===== config.mk =====
export PLATFORM = sky130hd
export DESIGN_NAME = escrita_registradores
export DESIGN_NICKNAME = d
export VERILOG_FILES = /design/src/rtl/nrisc_pkg.sv /design/src/rtl/fila_escrita.sv /design/src/rtl/escrita_registradores.sv
export SDC_FILE = /design/constraint.sdc
export NUM_CORES = 1
export LEC_CHECK = 0
export ABC_AREA = 1
export BUFFER_PORTS_ARGS = -buffer_cell sky130_fd_sc_hd__buf_2
export CORE_MARGIN = 2
export CORE_UTILIZATION = 55
export DETAILED_ROUTE_END_ITERATION = 16
export PLACE_DENSITY = 0.84
export SETUP_SLACK_MARGIN = 0.2
export SYNTH_ARGS = -nofsm -noshare
export SYNTH_HDL_FRONTEND = slang
export SYNTH_SLANG_ARGS = --single-unit

===== constraint.sdc =====
create_clock -name Clock -period 4 [get_ports Clock]
set_input_delay 0.4 -clock Clock [delete_from_list [all_inputs] [get_ports Clock]]
set_output_delay 0.4 -clock Clock [all_outputs]
set_load 0.005 [all_outputs]

===== src/rtl/nrisc_pkg.sv =====
// Shared NRISC register-bank widths and the writeback queue entry format.
package nrisc_pkg;

  localparam int unsigned LARG_REG  = 3;
  localparam int unsigned LARG_BOOL = 2;
  localparam int unsigned LARG_DADO = 8;

  typedef struct packed {
    logic                 ehBool;
    logic [LARG_REG-1:0]  indice;
    logic [LARG_DADO-1:0] dado;
  } entradaEscrita_t;

  // Boolean destinations keep only index[1:0] and data bit 0.
  function automatic entradaEscrita_t montaEntrada(input logic                 ehBool,
                                                   input logic [LARG_REG-1:0]  indice,
                                                   input logic [LARG_DADO-1:0] dado);
    entradaEscrita_t e;
    e.ehBool = ehBool;
    e.indice = indice;
    e.dado   = dado;
    if (ehBool) begin
      e.indice = LARG_REG'(indice[LARG_BOOL-1:0]);
      e.dado   = LARG_DADO'(dado[0]);
    end
    return e;
  endfunction

endpackage


===== src/rtl/fila_escrita.sv =====
// In-order writeback queue: Mem push lands before Ula push, one pop per cycle.
module fila_escrita
  import nrisc_pkg::*;
#(
  parameter int unsigned PROF_FILA = 4
) (
  input  logic                        Clock,
  input  logic                        Reset,
  input  logic                        PushMem,
  input  entradaEscrita_t             EntradaMem,
  input  logic                        PushUla,
  input  entradaEscrita_t             EntradaUla,
  input  logic                        Pop,
  output entradaEscrita_t             Cabeca,
  output logic [$clog2(PROF_FILA):0]  Contagem,
  output logic [PROF_FILA-1:0]        Validos,
  output entradaEscrita_t             Entradas [PROF_FILA]
);

  localparam int unsigned LARG_PTR  = $clog2(PROF_FILA);
  localparam int unsigned LARG_CONT = LARG_PTR + 1;

  entradaEscrita_t     memoria [PROF_FILA];
  logic [LARG_PTR-1:0] ptrLeitura;
  logic [LARG_PTR-1:0] ptrEscrita;
  logic [LARG_PTR-1:0] ptrUla;
  logic [LARG_PTR-1:0] desloc;

  assign ptrUla   = PushMem ? ptrEscrita + LARG_PTR'(1) : ptrEscrita;
  assign Cabeca   = memoria[ptrLeitura];
  assign Entradas = memoria;

  always_ff @(posedge Clock) begin
    if (Reset) begin
      ptrLeitura <= '0;
      ptrEscrita <= '0;
      Contagem   <= '0;
    end else begin
      if (PushMem) memoria[ptrEscrita] <= EntradaMem;
      if (PushUla) memoria[ptrUla] <= EntradaUla;
      ptrEscrita <= ptrEscrita + LARG_PTR'(PushMem) + LARG_PTR'(PushUla);
      if (Pop) ptrLeitura <= ptrLeitura + LARG_PTR'(1);
      Contagem <= Contagem + LARG_CONT'(PushMem) + LARG_CONT'(PushUla) - LARG_CONT'(Pop);
    end
  end

  // Slot i is live when its distance from the read pointer is below the count.
  always_comb begin
    Validos = '0;
    desloc  = '0;
    for (int unsigned i = 0; i < PROF_FILA; i++) begin
      desloc     = LARG_PTR'(i) - ptrLeitura;
      Validos[i] = LARG_CONT'(desloc) < Contagem;
    end
  end

endmodule


===== src/rtl/escrita_registradores.sv =====
// NRISC writeback unit: queues ALU/load results and writes one per cycle into the banks.
module escrita_registradores
  import nrisc_pkg::entradaEscrita_t;
  import nrisc_pkg::montaEntrada;
  import nrisc_pkg::LARG_REG;
  import nrisc_pkg::LARG_BOOL;
#(
  parameter int unsigned PROF_FILA = 4,
  parameter int unsigned LARG_DADO = 8
) (
  input  logic                 Clock,
  input  logic                 Reset,
  input  logic                 Halt,
  input  logic                 MemValido,
  input  logic                 MemBool,
  input  logic [LARG_REG-1:0]  MemReg,
  input  logic [LARG_DADO-1:0] MemDado,
  output logic                 MemPronto,
  input  logic                 UlaValido,
  input  logic                 UlaBool,
  input  logic [LARG_REG-1:0]  UlaReg,
  input  logic [LARG_DADO-1:0] UlaDado,
  output logic                 UlaPronto,
  input  logic [LARG_REG-1:0]  RegLido1,
  input  logic [LARG_REG-1:0]  RegLido2,
  input  logic [LARG_BOOL-1:0] BoolLido1,
  input  logic [LARG_BOOL-1:0] BoolLido2,
  output logic                 Conflito,
  output logic                 ConflitoBool,
  output logic                 EscreveReg,
  output logic [LARG_REG-1:0]  RegEscrito,
  output logic [LARG_DADO-1:0] DadoEscrito,
  output logic                 EscreveBool,
  output logic [LARG_BOOL-1:0] BoolEscrito,
  output logic                 DadoBool
);

  localparam int unsigned LARG_CONT = $clog2(PROF_FILA) + 1;
  localparam int unsigned LARG_OCUP = LARG_CONT + 1;

  logic [LARG_CONT-1:0] contagem;
  logic [LARG_OCUP-1:0] ocupUla;
  logic [PROF_FILA-1:0] validos;
  entradaEscrita_t      entradas [PROF_FILA];
  entradaEscrita_t      cabeca;
  entradaEscrita_t      entradaMem;
  entradaEscrita_t      entradaUla;
  logic                 pushMem;
  logic                 pushUla;
  logic                 pop;

  // Readiness uses the registered count only, so a same-cycle pop never frees a slot.
  assign ocupUla    = LARG_OCUP'(contagem) + LARG_OCUP'(MemValido);
  assign MemPronto  = !Halt && (contagem <= LARG_CONT'(PROF_FILA - 1));
  assign UlaPronto  = !Halt && (ocupUla <= LARG_OCUP'(PROF_FILA - 1));
  assign pushMem    = MemValido && MemPronto;
  assign pushUla    = UlaValido && UlaPronto;
  assign pop        = !Halt && (contagem != '0);
  assign entradaMem = montaEntrada(MemBool, MemReg, MemDado);
  assign entradaUla = montaEntrada(UlaBool, UlaReg, UlaDado);

  fila_escrita #(
    .PROF_FILA (PROF_FILA)
  ) uFila (
    .Clock      (Clock),
    .Reset      (Reset),
    .PushMem    (pushMem),
    .EntradaMem (entradaMem),
    .PushUla    (pushUla),
    .EntradaUla (entradaUla),
    .Pop        (pop),
    .Cabeca     (cabeca),
    .Contagem   (contagem),
    .Validos    (validos),
    .Entradas   (entradas)
  );

  // Output stage: strobes pulse for one cycle per pop; index/data hold otherwise.
  always_ff @(posedge Clock) begin
    if (Reset) begin
      EscreveReg  <= 1'b0;
      RegEscrito  <= '0;
      DadoEscrito <= '0;
      EscreveBool <= 1'b0;
      BoolEscrito <= '0;
      DadoBool    <= 1'b0;
    end else begin
      EscreveReg  <= 1'b0;
      EscreveBool <= 1'b0;
      if (pop) begin
        if (cabeca.ehBool) begin
          EscreveBool <= 1'b1;
          BoolEscrito <= cabeca.indice[LARG_BOOL-1:0];
          DadoBool    <= cabeca.dado[0];
        end else begin
          EscreveReg  <= 1'b1;
          RegEscrito  <= cabeca.indice;
          DadoEscrito <= cabeca.dado;
        end
      end
    end
  end

  // Hazard compare over queued entries plus the write currently on the outputs.
  always_comb begin
    Conflito     = EscreveReg && ((RegEscrito == RegLido1) || (RegEscrito == RegLido2));
    ConflitoBool = EscreveBool && ((BoolEscrito == BoolLido1) || (BoolEscrito == BoolLido2));
    for (int unsigned i = 0; i < PROF_FILA; i++) begin
      if (validos[i]) begin
        if (entradas[i].ehBool) begin
          ConflitoBool = ConflitoBool ||
                         (entradas[i].indice[LARG_BOOL-1:0] == BoolLido1) ||
                         (entradas[i].indice[LARG_BOOL-1:0] == BoolLido2);
        end else begin
          Conflito = Conflito ||
                     (entradas[i].indice == RegLido1) ||
                     (entradas[i].indice == RegLido2);
        end
      end
    end
  end

endmodule


Word-level counts from Yosys, hierarchy flattened
Cells that the tools add are included.

word-level totals
  logic and storage cells = 134
  RAM bits = 0
  register bits after elaboration = 71
  bits in read-only memories = 0
  bits in latches = 0
  output and inout bits = 20
  input port bits = 39
  memories = 0

operators by class
  shift operators = 0
  equal/unequal tests = 20
  div/mod/pow operators = 0
  multipliers = 0
  bitwise operators = 5
  multiplexer cells = 33
  $add $sub $neg = 12
  order comparisons = 11
  reductions and logical operators = 32

operators by type and width
  operator                                                         number
  2-to-1 mux 48 bit                                                3
  bitwise mux 48 bit                                               2
  demux 12 bit (select 2 bit)                                      2
  2-to-1 mux 12 bit                                                4
  == test 3 bit                                                    10
  binary-select mux 12 bit (select 2 bit)                          1
  2-to-1 mux 11 bit                                                2
  == test 2 bit                                                    10
  logical OR 1 bit                                                 18
  2-to-1 mux 1 bit                                                 18
  < comparator 2 x 3 -> 1 bit                                      4
  >= comparator 3 bit (second input constant)                      3
  logical AND 1 bit                                                9
  inverter 2 -> 3 bit                                              3
  adder 3 x 1 -> 3 bit                                             2
  < comparator 3 x 1 -> 1 bit (second input constant)              2
  adder 2 x 1 -> 2 bit                                             2
  adder 2 x 1 -> 2 bit (second input constant)                     2
  adder 3 x 1 -> 4 bit                                             1
  less-or-equal comparator 4 x 2 -> 1 bit (second input constant)  1
  AND reduction 2 bit                                              2
  subtractor 1 x 2 -> 2 bit (first input constant)                 2
  subtractor 2 bit (first input constant)                          2
  less-or-equal comparator 3 x 2 -> 1 bit (second input constant)  1
  6 further kinds                                                  7

Longest topological paths before layout
  depth in word-level cells = 19
  mapped depth = 14
  mapped depth without buffers = 12

Hierarchy
From an unflattened synthesis, not the netlist that was laid out.

unflattened totals
  cell total of the unflattened synthesis = 739
  area total of the unflattened synthesis = 5258.8 sq um

by module, submodules not included
  module                 times used  area an instance (sq um)  cells an instance  sequential area each (sq um)
  fila_escrita           1           3664.8                    463                1581.5
  escrita_registradores  1           1594.0                    276                320.3

Worst setup path after synthesis
OpenSTA, ideal clock, no wires.

  path type = input-to-reg
  from = input port MemValido
  to = register uFila.Contagem[2]
  data arrival time = 2.557 ns
  setup time = 0.124 ns
  required time = 3.876 ns
  path slack = 1.319 ns
  path buffers = 2
  stages on the path = 13
  path through = buf_2 -> nand3_1 -> nand2_1 -> nand2_1 -> nor3_2 -> buf_2 -> inv_1 -> ha_1 -> inv_1 -> fa_1 -> fa_1 -> xnor2_1 -> nor2_1

between the ends
  cells in the longest elaborated chain, start to end = 6
  elaborated cells between the ends (all ways) = 8
  classes of those cells = add/sub (4); order compare (1); reduce/logical (3)

RTL lines
  element                                  line                         source
  from (decl)                              escrita_registradores.sv:14  input logic MemValido,
  adder 3 x 1 -> 4 bit                     escrita_registradores.sv:53  assign ocupUla = LARG_OCUP'(contagem) + LARG_OCUP'(MemValido);
  less-or-equal comparator 4 x 2 -> 1 bit  escrita_registradores.sv:55  assign UlaPronto = !Halt && (ocupUla <= LARG_OCUP'(PROF_FILA - 1));
  logical AND 1 bit                        escrita_registradores.sv:55
  logical AND 1 bit                        escrita_registradores.sv:57  assign pushUla = UlaValido && UlaPronto;
  adder 3 x 1 -> 3 bit (*)                 fila_escrita.sv:43           Contagem <= Contagem + LARG_CONT'(PushMem) + LARG_CONT'(PushUla) - LARG_CONT'(Pop);
  subtractor 3 x 1 -> 3 bit (*)            fila_escrita.sv:43
  to (signal assigned)                     fila_escrita.sv:43
  to (decl)                                fila_escrita.sv:15           output logic [$clog2(PROF_FILA):0] Contagem,

Mark *: on every way between the ends. The rest lies on a longest branch, timed or not.
A chain may end at the register's enable or synchronous reset.

Worst setup path after layout
  from = register uFila.Contagem[2]
  to = register uFila.memoria (netlist bit uFila.Entradas[13]) (data pin)

between the ends
  cells in the longest elaborated chain, start to end = 11
  elaborated cells between the ends (all ways) = 18
  classes of those cells = add/sub (1); order compare (4); mux (7); bitwise (1); reduce/logical (5)

RTL lines
  element                                                                                   line                         source
  less-or-equal comparator 3 x 2 -> 1 bit                                                   escrita_registradores.sv:54  assign MemPronto = !Halt && (contagem <= LARG_CONT'(PROF_FILA - 1));
  logical AND 1 bit                                                                         escrita_registradores.sv:54
  logical AND 1 bit                                                                         escrita_registradores.sv:56  assign pushMem = MemValido && MemPronto;
  2-to-1 mux 2 bit                                                                          fila_escrita.sv:29           assign ptrUla = PushMem ? ptrEscrita + LARG_PTR'(1) : ptrEscrita;
  inverter 2 -> 3 bit (implied by the code)                                                 fila_escrita.sv:40           if (PushUla) memoria[ptrUla] <= EntradaUla;
  >= comparator 3 bit (implied by the code) or < comparator 3 x 1 -> 1 bit (tied branches)  fila_escrita.sv:40
  logical AND 1 bit (implied by the code)                                                   fila_escrita.sv:40
  2-to-1 mux 12 bit (implied by the code)                                                   fila_escrita.sv:40
  demux 12 bit (select 2 bit)                                                               fila_escrita.sv:40
  bitwise mux 48 bit                                                                        fila_escrita.sv:40
  2-to-1 mux 48 bit (*)                                                                     fila_escrita.sv:40
  to (signal, indexed assignment)                                                           fila_escrita.sv:39           if (PushMem) memoria[ptrEscrita] <= EntradaMem;
  to (signal, indexed assignment)                                                           fila_escrita.sv:40
  to (decl)                                                                                 fila_escrita.sv:23           entradaEscrita_t memoria [PROF_FILA];

Mark *: on every way between the ends. The rest lies on a longest branch, timed or not. The select of a mux whose other input is x is not followed.

==> results_tabular.tex <==
\begin{tabular}{lr}
\hline
Metric & Value \\
\hline
\multicolumn{2}{l}{\textbf{Die}} \\
\quad Die Footprint & 0.0106 mm² \\
\quad Initial core utilization & 56.1\% \\
\quad I/O pins & 59 \\
\quad Core Footprint & 0.00964 mm² \\
\quad Die W & 103 µm \\
\quad Std cell rows & 36 \\
\quad Floorplan die height & 103 µm \\
\multicolumn{2}{l}{\textbf{Clock tree}} \\
\quad Root cell of the clock tree & sky130\_fd\_sc\_hd\_\_clkbuf\_8 \\
\quad CTS tree & built \\
\quad Clock slew at the register clock pins of the worst setup and hold paths & 0.08 ns \\
\quad Post-CTS setup-driven buffer insertion count & 0 \\
\quad Number of buffers inserted during clock tree synthesis & 9 \\
\quad Max Buffers Root-to-Sink & 2 \\
\quad Depth of the CTS H-tree & 3 \\
\quad Clock sink count & 71 \\
\quad Latest clock arrival within the worst-skew pair & 0.37 ns \\
\quad Number of gates resized after CTS & 0 \\
\quad Total of hold buffers inserted after clock tree synthesis & 0 \\
\multicolumn{2}{l}{\textbf{STA}} \\
\quad Unrepaired setup endpoints after global routing & false \\
\quad Final worst path period share & 75.0\% \\
\quad Remaining max-slew budget at the tightest pin & 44.8\% \\
\quad Slew of the pin with the lowest slew margin & 0.826 ns \\
\quad Total count of max-transition violations in the final report & 0 \\
\quad Final TNS setup & 0 ns \\
\quad Number of hold violations in the final report & 0 \\
\quad Highest Clock Rate & 333 MHz \\
\quad Crit path time final & 3.00 ns \\
\quad Final Skew & 0.0111 ns \\
\quad Total setup violations reported at the end of the flow & 0 \\
\multicolumn{2}{l}{\textbf{Placed design}} \\
\quad Total half-perimeter wirelength after legalization and detailed placement & 9940 µm \\
\quad Buffers on Ports & 58 \\
\quad Routability cong. & 0.890 \\
\multicolumn{2}{l}{\textbf{Logic synthesis}} \\
\quad Cell types occupying the most area after synthesis & sky130\_fd\_sc\_hd\_\_edfxtp\_1, sky130\_fd\_sc\_hd\_\_nand2\_1, sky130\_fd\_sc\_hd\_\_dfxtp\_1 \\
\quad Post-synth cell types & 28 \\
\quad Syn. warnings & 0 \\
\quad Gate Count Post-Synth & 812 \\
\quad Post-synth top flop & sky130\_fd\_sc\_hd\_\_edfxtp\_1 \\
\quad Number of synthesized flops with an enable pin & 48 \\
\quad Syn\_area\_per\_cell & 6.66 µm² \\
\quad Fraction of the yosys area taken by sequential cells & 35.1\% \\
\quad Synth area leader & sky130\_fd\_sc\_hd\_\_edfxtp\_1 \\
\quad Synthesized cell area & 0.00541 mm² \\
\quad Post-Syn Nets & 865 \\
\quad Async set-or-reset flop fraction in the synthesized netlist & 0\% \\
\quad Number of storage elements in the synthesis netlist & 71 \\
\quad Top-area cell type share of the netlist area & 26.6\% \\
\multicolumn{2}{l}{\textbf{Critical path}} \\
\quad Dominant delay contributor by cell family on the critical path & simple AND/OR/NAND/NOR gates \\
\quad Critical path required time & 4.11 ns \\
\quad Signal arrival time at the worst endpoint & 3.11 ns \\
\quad Setup Crit Path Kind & flip-flop to flip-flop \\
\quad Worst Reg-to-Reg Cells & 9 \\
\quad Count of cell instances traversed by the critical path & 9 \\
\quad Cell breakdown of the critical path & inv\_2 -> ha\_1 -> nand3\_2 -> nand3\_2 -> nand2\_1 -> nand2\_2 -> nand3\_1 -> nand2\_1 -> nand2\_1 \\
\quad Highest net fanout along the worst path & 29 \\
\quad Capturing element type of the critical path & flip-flop \\
\quad CP Launch Type & flip-flop \\
\quad Delay contributed by the slowest stage of the critical path & 0.61 ns \\
\quad Critical path buffer and inverter count & 1 \\
\quad CP dominant cell by count & sky130\_fd\_sc\_hd\_\_nand2\_1 \\
\quad Critical Path Slowest Stage Cell & sky130\_fd\_sc\_hd\_\_nand3\_1 \\
\multicolumn{2}{l}{\textbf{Power}} \\
\quad Relative contribution of the clock network to total power & 22.5\% \\
\quad Net Sw Power & 1.34 mW \\
\quad Portion of total power attributed to combinational logic & 42.9\% \\
\quad Share of power burned in registers & 34.6\% \\
\quad PwrDens & 533 mW/mm² \\
\quad Internal power component & 1.81 mW \\
\quad LEAKAGE & 2.81 nW \\
\quad Switching Share & 42.4\% \\
\quad Overall power after layout & 3.15 mW \\
\quad Worst vdd ir & 0.000234 V \\
\multicolumn{2}{l}{\textbf{Worst hold path}} \\
\quad Hold Crit Depth & 2 \\
\quad Class of the most critical hold timing path & primary input to flip-flop \\
\multicolumn{2}{l}{\textbf{Global routing}} \\
\quad Total track usage & 28.4\% \\
\quad Wire length of the first global-routing pass & 23200 µm \\
\quad Number of global-route vias before repair & 4736 \\
\quad Maximum number of pins on one net before global-route repair & 54 \\
\quad Overflow left after global routing & 0 \\
\quad Number of antenna violations at the first check in global routing & 0 \\
\multicolumn{2}{l}{\textbf{Routing}} \\
\quad Number of nets with antenna violations after detailed routing & 0 \\
\quad Routed wire per std cell & 15.1 µm \\
\quad Remaining DRCs & 0 \\
\quad Count of routing violations after the opening detailed-route iteration & 472 \\
\quad Mean number of vias per cell & 5.46 \\
\quad Total iterations of the first detailed-routing run & 5 \\
\quad Detailed-route wire length & 14700 µm \\
\quad DR vias & 5294 \\
\multicolumn{2}{l}{\textbf{Status}} \\
\quad Run status & complete, no violations \\
\multicolumn{2}{l}{\textbf{Finish}} \\
\quad Area of the multi-input gates & 0.00295 mm² \\
\quad Antenna diode count & 0 \\
\quad Share of post-route cells with drive strength above 1 & 10.8\% \\
\quad \# fillers & 909 \\
\quad Area of all sequential standard cells & 0.00190 mm² \\
\quad Area growth from synthesis to layout & 8.99\% \\
\quad Net count reported at finish & 884 \\
\multicolumn{2}{l}{\textbf{Run}} \\
\quad Max cap viols & 0 \\
\hline
\end{tabular}
[layer usage]
| layer | share of wire (%) | wire (µm) | GRT usage (%) | vias up |
|---|---|---|---|---|
| met1 | 41 | 6030 | 38.4 | 2326 |
| li1 | - | - | - | 2635 |
| met5 | 0 | 0 | 0 | - |
| met3 | 9.8 | 1440 | 3.97 | 44 |
| met4 | 3.2 | 468 | 12.6 | 0 |
| met2 | 46 | 6710 | 45.8 | 289 |
[power groups by stage]
stage | combinational (mW) | sequential, mW | clock (mW)
floorplan | 1.00 | 1.06 | 0
global placement | 1.28 | 1.10 | 0
detailed placement | 1.31 | 1.10 | 0
CTS | 1.32 | 1.09 | 0.704
global route | 1.54 | 1.11 | 0.735
finish | 1.35 | 1.09 | 0.707
[area by class of cell]
cell class                 instances  area share [%]
inverter                          85            5.41
timing repair buffer              63            5.56
sequential                        71            32.2
clock inverter                     7            1.87
clock buffer                       9            2.10
tap                              133            2.82
multi-input combinational        601            50.0
[synthesized netlist by cell type (3+ instances only)]
master,number
sky130_fd_sc_hd__inv_1,83
sky130_fd_sc_hd__clkbuf_1,27
sky130_fd_sc_hd__o21ai_0,72
sky130_fd_sc_hd__nand3_1,33
sky130_fd_sc_hd__edfxtp_1,48
sky130_fd_sc_hd__o22ai_1,3
sky130_fd_sc_hd__xnor2_1,37
sky130_fd_sc_hd__nor2_1,76
sky130_fd_sc_hd__ha_1,11
sky130_fd_sc_hd__buf_2,26
sky130_fd_sc_hd__fa_1,3
sky130_fd_sc_hd__nand2_2,4
sky130_fd_sc_hd__dfxtp_1,23
sky130_fd_sc_hd__xor2_1,4
sky130_fd_sc_hd__a21oi_1,7
sky130_fd_sc_hd__nand2_1,287
sky130_fd_sc_hd__nand4_1,53
sky130_fd_sc_hd__nor2_2,3
[registers in the layout, indices dropped and copies added (netlist names)]
signal            count
BoolEscrito           2
DadoEscrito           8
uFila.Entradas       48
uFila.ptrLeitura      2
EscreveReg            1
uFila.ptrEscrita      2
DadoBool              1
RegEscrito            3
uFila.Contagem        3
EscreveBool           1
[final timing paths]
path / start / to / slack, ns
setup reg to reg: uFila.Contagem[2] / uFila.Entradas[13] / 1.00
hold / removal: Reset / uFila.Contagem[0] / 0.34
setup / recovery: uFila.Contagem[2] / uFila.Entradas[13] / 1.00
hold reg to reg: DadoEscrito[4] / DadoEscrito[4] / 0.48
[logic make-up (layout without fill, tap and decap cells)]
kind of cell	Yosys count	count (layout)	synth area share [%]
buffers and inverters	140	164	10.5
flip-flops	71	71	35.1
XOR/XNOR	41	41	6.64
adder cells (fa/ha/maj)	14	14	3.65
AO/OA/AOI/OAI	83	83	7.75
AND/OR/NAND/NOR	463	463	36.3
[per-stage QoR]
step / hold slack [ns] / instance area [µm²] / utilization [%] / worst slack [ns] / instances
floorplan: 0.480 / 5410 / - / 1.32 / 812
global placement: 0.456 / 5660 / 58.8 / 1.18 / 953
detailed placement: 0.467 / 5660 / 58.8 / 1.11 / 953
CTS: 0.335 / 5900 / 61.2 / 1.09 / 969
global route: 0.357 / 5900 / 61.2 / 0.693 / 969
finish: 0.339 / 5900 / 61.2 / 1.00 / 969
[cell usage in the layout, fill, tap and decap left out]
cell type / instances
sky130_fd_sc_hd__inv_2: 2
sky130_fd_sc_hd__buf_2: 58
sky130_fd_sc_hd__nor2_1: 76
sky130_fd_sc_hd__nand2_1: 287
sky130_fd_sc_hd__ha_1: 11
sky130_fd_sc_hd__nor3_4: 1
sky130_fd_sc_hd__inv_6: 1
sky130_fd_sc_hd__edfxtp_1: 48
sky130_fd_sc_hd__clkbuf_8: 9
sky130_fd_sc_hd__and2_1: 1
sky130_fd_sc_hd__bufinv_16: 3
sky130_fd_sc_hd__clkinv_1: 4
sky130_fd_sc_hd__o21ai_0: 72
sky130_fd_sc_hd__nor2_2: 3
sky130_fd_sc_hd__buf_4: 5
sky130_fd_sc_hd__nor2_4: 2
sky130_fd_sc_hd__nand2_2: 4
sky130_fd_sc_hd__nand3_1: 33
sky130_fd_sc_hd__xor2_1: 4
sky130_fd_sc_hd__o21ai_1: 1
sky130_fd_sc_hd__dfxtp_1: 23
sky130_fd_sc_hd__nand4_1: 53
sky130_fd_sc_hd__xnor2_1: 37
sky130_fd_sc_hd__o22ai_1: 3
sky130_fd_sc_hd__inv_1: 82
sky130_fd_sc_hd__nor3_1: 1
sky130_fd_sc_hd__fa_1: 3
sky130_fd_sc_hd__a21oi_1: 7
sky130_fd_sc_hd__nand3_2: 2
Power figures use the tool's default switching activity.
